===== src/rtl/mem_copy_dma.sv =====
// Word-by-word memory copier that owns the single-port data memory while busy.
// Latency: N words -> done in cycle 2N+1 after the start edge; 1 cycle for len=0 or bounds error.
// Backpressure: none; start is ignored while busy, and abort ends the transfer at the next word boundary.
module mem_copy_dma #(
    parameter int ADDR_W    = 32,
    parameter int DATA_W    = 32,
    parameter int LEN_W     = 8,
    parameter int MEM_DEPTH = 128
) (
    input  logic              clk,
    input  logic              rst_n,
    input  logic              start,
    input  logic [ADDR_W-1:0] src_addr,
    input  logic [ADDR_W-1:0] dst_addr,
    input  logic [LEN_W-1:0]  len,
    input  logic              abort,
    output logic              busy,
    output logic              done,
    output logic              err,
    output logic [LEN_W-1:0]  count,
    output logic [ADDR_W-1:0] mem_address,
    output logic [DATA_W-1:0] mem_data,
    output logic              mem_MW,
    output logic              mem_MD,
    input  logic [DATA_W-1:0] mem_out
);

    typedef enum logic [1:0] {IDLE, RD, WR, DONE} state_t;

    localparam logic [ADDR_W:0] DEPTH = (ADDR_W+1)'(MEM_DEPTH);

    state_t            state;
    logic [ADDR_W-1:0] src_q;
    logic [ADDR_W-1:0] dst_q;
    logic [LEN_W-1:0]  len_q;
    logic [LEN_W-1:0]  index;
    logic [LEN_W-1:0]  count_q;
    logic              err_q;

    // One extra bit so an address near the top of the space cannot wrap past the check.
    logic [ADDR_W:0] src_end;
    logic [ADDR_W:0] dst_end;
    logic            out_of_bounds;
    logic            last_word;

    assign src_end       = {1'b0, src_addr} + (ADDR_W+1)'(len);
    assign dst_end       = {1'b0, dst_addr} + (ADDR_W+1)'(len);
    assign out_of_bounds = (src_end > DEPTH) || (dst_end > DEPTH);
    assign last_word     = ({1'b0, index} + (LEN_W+1)'(1)) == {1'b0, len_q};

    always_ff @(posedge clk or negedge rst_n) begin
        if (!rst_n) begin
            state   <= IDLE;
            src_q   <= '0;
            dst_q   <= '0;
            len_q   <= '0;
            index   <= '0;
            count_q <= '0;
            err_q   <= 1'b0;
        end else begin
            case (state)
                IDLE: begin
                    if (start) begin
                        src_q   <= src_addr;
                        dst_q   <= dst_addr;
                        len_q   <= len;
                        index   <= '0;
                        count_q <= '0;
                        err_q   <= out_of_bounds;
                        if (out_of_bounds || len == '0)
                            state <= DONE;
                        else
                            state <= RD;
                    end
                end
                RD: begin
                    state <= abort ? DONE : WR;
                end
                WR: begin
                    count_q <= count_q + LEN_W'(1);
                    if (last_word || abort) begin
                        state <= DONE;
                    end else begin
                        index <= index + LEN_W'(1);
                        state <= RD;
                    end
                end
                DONE: begin
                    state <= IDLE;
                end
                default: state <= IDLE;
            endcase
        end
    end

    assign busy  = (state != IDLE);
    assign done  = (state == DONE);
    assign err   = err_q;
    assign count = count_q;

    // Memory strobes follow the state directly so a reset releases the bus at once.
    always_comb begin
        mem_address = '0;
        mem_data    = '0;
        mem_MW      = 1'b0;
        mem_MD      = 1'b0;
        case (state)
            RD: begin
                mem_MD      = 1'b1;
                mem_address = src_q + ADDR_W'(index);
            end
            WR: begin
                mem_MW      = 1'b1;
                mem_address = dst_q + ADDR_W'(index);
                mem_data    = mem_out;
            end
            default: ;
        endcase
    end

endmodule

===== config.mk =====
export PLATFORM = sky130hd
export DESIGN_NAME = mem_copy_dma
export DESIGN_NICKNAME = d
export VERILOG_FILES = /design/src/rtl/mem_copy_dma.sv
export SDC_FILE = /design/constraint.sdc
export NUM_CORES = 1
export LEC_CHECK = 0
export CORE_ASPECT_RATIO = 1.5
export CORE_MARGIN = 5
export CORE_UTILIZATION = 39
export CTS_CLUSTER_DIAMETER = 100
export DETAILED_ROUTE_END_ITERATION = 10
export DONT_BUFFER_PORTS = 1
export GPL_ROUTABILITY_DRIVEN = 0
export HOLD_SLACK_MARGIN = 0.1
export PLACE_DENSITY = 0.55
export SYNTH_ARGS = -nofsm -noshare
export SYNTH_HDL_FRONTEND = slang
export SYNTH_SLANG_ARGS = --single-unit
export TNS_END_PERCENT = 1

===== constraint.sdc =====
create_clock -name clk -period 7.7 [get_ports clk]
set_input_delay 2.31 -clock clk [delete_from_list [all_inputs] [get_ports clk]]
set_output_delay 2.31 -clock clk [all_outputs]
set_load 0.005 [all_outputs]

==> results.toml <==
[power]
register_share_of_total_power = 0.322
powerDensity_nw_per_um2 = 341.1
total_leakage_power_nw = 3.214
intPower_mw = 1.587
share_comb_of_total_power = 0.515
p_sw_frac = 0.4251
clock_power_share = 0.163
total_switching_power_mw = 1.174
vdd_ir_drop_max_uv = 193.0

[worst_setup_path]
regToRegStartpoint = "state[1]"
r2r_cells = 7
reg2reg_setup_slack_ps = 4540
timing.critical_path.mode_cell = "sky130_fd_sc_hd__a21oi_1"
rr_endpoint = "index[6]"
cp_max_fo = 35
startpoint_type = "register"
cp.required_ps = 5390
timing.critical_path.to_type = "output pin"
timing.critical_path.cells = "inv_1 -> ha_4 -> mux2_2 -> ha_1 -> a21o_1 -> a21oi_1 -> o21ai_0 -> a21oi_1 -> o21a_1 -> nor3_4 -> nand4b_1 -> mux2i_1"
critPathSlowestCell = "sky130_fd_sc_hd__o21a_1"
signal_arrival_time_at_the_worst_endpoint_ps = 4070
timing.setup.critical_path_class = "register to output pin"
critical_path.max_stage_delay_ps = 600

[logic_synthesis]
synth-simple-area-share = 0.2404
asyncSetResetFlopFracSynth = 1.000
synth-warning-count = 0
synth_area_um2 = 7615
dominant_combinational_cell_family_by_area_after_synthesis = "simple AND/OR/NAND/NOR gates"
synth_edf_count = 0
synth_sequential_area_ratio = 0.2990
synth_mux_area_frac = 0.1558
synth_area_leader_cell = "sky130_fd_sc_hd__dfrtp_1"
postSynth.topFlopCell = "sky130_fd_sc_hd__dfrtp_1"
synthesized_area_divided_by_synthesized_cell_count_um2 = 9.141
synthTopCellsByArea = "sky130_fd_sc_hd__dfrtp_1 30%, sky130_fd_sc_hd__mux2_2 12%, sky130_fd_sc_hd__ha_1 5.1%"
ys_seq_elements = 91
synth-xor-area-share = 0.05373
yosys.area.top_type_share = 0.2990
yosysUniqueCellTypes = 81
synth_compound_area_frac = 0.1591
syn_nets = 975
post_synth_fa_ha_maj_area_fraction = 0.05882
postSynthCellCount = 833

[drt]
route.top_layer_used = "met4"
num_vias = 6312
drt_iter0_markers = 444
dr_wl_met3_um = 1777
met2_length_um = 12770
drt_drc_violations_left = 0
wirelength_met1_um = 8687
detail_route.first_pass.iterations = 5
wire_per_inst_um = 22.41
route.antenna.remaining_nets = 0
drt-total-wl_um = 24000
routed_via_density = 5.894

[sta]
timing.hold.ws_ps = 483.7
rsz0062_at_grt = "false"
report.final.hold_viol_count = 0
timing.fmax_ghz = 0.1568
final_period_minus_worst_setup_slack_ps = 6376
fin_skew_ps = 3.999
final-setup-viol-count = 0
worstMarginPinSlew_ps = 1018
setup-tns-final_ps = 0
maxSlewViolCount = 0
final.period_utilization = 0.8281
timing.max_slew.rel_slack = 0.3216
worst_case_setup_margin_in_the_final_layout_ps = 1324

[final_layout]
final-instance-count-excl-fill = 1071
share_of_final_layout_standard_cells_stronger_than_drive_strength_1 = 0.1546
area.growth.synth_to_final_pct = 6.293
insertedDiodeCount = 0
finalNetCount = 952
fillers = 1954

[die]
die-width_um = 124.1
start_util = 0.3974
top_level_ports = 185
placeable_core_area_um2 = 19160
fp-row-count = 62
die_h_um = 181.1
die_area_um2 = 22480

[grt]
grt_use_total = 0.2138
grt_first_pass_wirelength_um = 36570
grt_antenna_before_repair = 0
globalRouteOverflowTotal = 0
first_global_vias = 6179
pin_count_of_the_biggest_net_entering_global_routing = 92

[clock_network]
post_cts_resized = 0
cts_tree = "built"
cts_setup_buffers = 0
cts_hold_repair.buffers = 0
cts.reportedPaths.clkPinSlew_ps = 70
clock-sinks = 91
clock_latency_late_sink_ps = 350
cts.path.max_buffers = 2
cts_made_buffers = 9
htree_num_levels = 3
clock_tree.root_cell = "sky130_fd_sc_hd__clkbuf_16"

[placed_design]
numPortBuffers = 0
hpwl_um = 18870
dp_worst_setup_slack_ps = 1681
placed_cells = 1055

[worst_hold_path]
timing.hold.worst.class = "register to register"
worst_hold_path.num_cells = 2
critical_hold_path_startpoint = "dst_q[11]"
worstHoldEndpoint = "dst_q[11]"

[run]
max_cap_viol_count = 0

[outcome]
outcome = "complete, no violations"
flip-flops by register name (all words and copies together) (netlist names):
register and flops:
dst_q 32, src_q 32, count 8, index 8
len_q 8, state 2, err 1
through the flow:
| step | power, mW | util | instance area [µm²] |
|---|---|---|---|
| 6_report | 2.761 | 0.4224 | 8094 |
| 5_1_grt | 2.979 | 0.4224 | 8094 |
| 3_5_place_dp | 2.346 | 0.4071 | 7800 |
| 2_1_floorplan | 1.968 | - | 7615 |
| 4_1_cts | 2.807 | 0.4224 | 8094 |
| 3_3_place_gp | 2.342 | 0.4071 | 7800 |
worst max-delay path by stage:
stage	startpoint	endpoint	slack, ps	cells after the start
2_1_floorplan	state[0]	mem_address[22]	1210	20
3_3_place_gp	state[0]	mem_address[31]	1700	12
3_5_place_dp	state[0]	mem_address[31]	1680	12
4_1_cts	state[0]	mem_address[31]	1300	12
5_1_grt	state[0]	mem_address[30]	1010	14
6_report	state[0]	mem_address[31]	1320	12
cell usage after synthesis, drive strengths merged (27+ instances only):
| cell | count |
|---|---|
| o21ai | 39 |
| a21oi | 48 |
| ha | 31 |
| nand2 | 56 |
| nor2 | 34 |
| xnor2 | 28 |
| and2 | 51 |
| dfrtp | 91 |
| nor3 | 28 |
| mux2i | 27 |
| mux2 | 81 |
| nand3 | 47 |
cell type report:
cell class | count | area, µm² | share of cell area
Tap cell | 256 | 320.3 | 0.03957
Clock inverter | 6 | 65.06 | 0.008038
Sequential cell | 91 | 2277 | 0.2813
Inverter | 22 | 82.58 | 0.01020
Clock buffer | 10 | 229.0 | 0.02829
Timing Repair Buffer | 2 | 15.01 | 0.001855
Multi-Input combinational cell | 684 | 5105 | 0.6307
power by group through the flow:
stage	Sequential (mW)	Clock, mW	Combinational (mW)
6_report	0.890	0.450	1.42
5_1_grt	0.917	0.480	1.58
4_1_cts	0.893	0.465	1.45
3_5_place_dp	0.901	0	1.45
3_3_place_gp	0.898	0	1.44
2_1_floorplan	0.810	0	1.16
per-layer routing:
metal / vias to the layer above / global-route usage
met1: 3033 / 0.2321
met5: - / 0
met3: 29 / 0.05569
met2: 198 / 0.3867
li1: 3052 / -
met4: 0 / 0.08509
critical path, delay by kind of cell (launching register included):
kind | cells | cell delay, ps
adder cells (fa/ha/maj) | 2 | 750
AND/OR/NAND/NOR | 2 | 270
multiplexers | 2 | 690
flip-flops | 1 | 400
buffers and inverters | 1 | 180
AO/OA/AOI/OAI | 5 | 1380
logic make-up (layout without fill, tap and decap cells):
family / count (synthesis) / in the layout
buffers and inverters: 58 / 40
AOI/OAI and AO/OA: 177 / 177
xor gates and xnor gates: 45 / 45
adders and majority gates: 34 / 34
DFF: 91 / 91
and+or+nand+nor: 320 / 320
muxes: 108 / 108
cells in the final DEF, fill, tap and decap left out, drive strengths merged, types with 5 or more instances in the layout:
cell type  instances
dfrtp             91
mux2              81
nand2             56
and2              51
a21oi             48
nand3             47
o21ai             39
nor2              34
ha                31
xnor2             28
nor3              28
mux2i             27
inv               21
nand4             20
xor2              16
a21o              14
nor2b             13
nor4              12
or3               10
clkbuf            10
and3               9
nand2b             9
nor3b              9
a211oi             7
o211ai             6
a32oi              5
nand3b             5
or2                5
clkinv             5
Note: power is estimated with default switching activity, not from simulation.
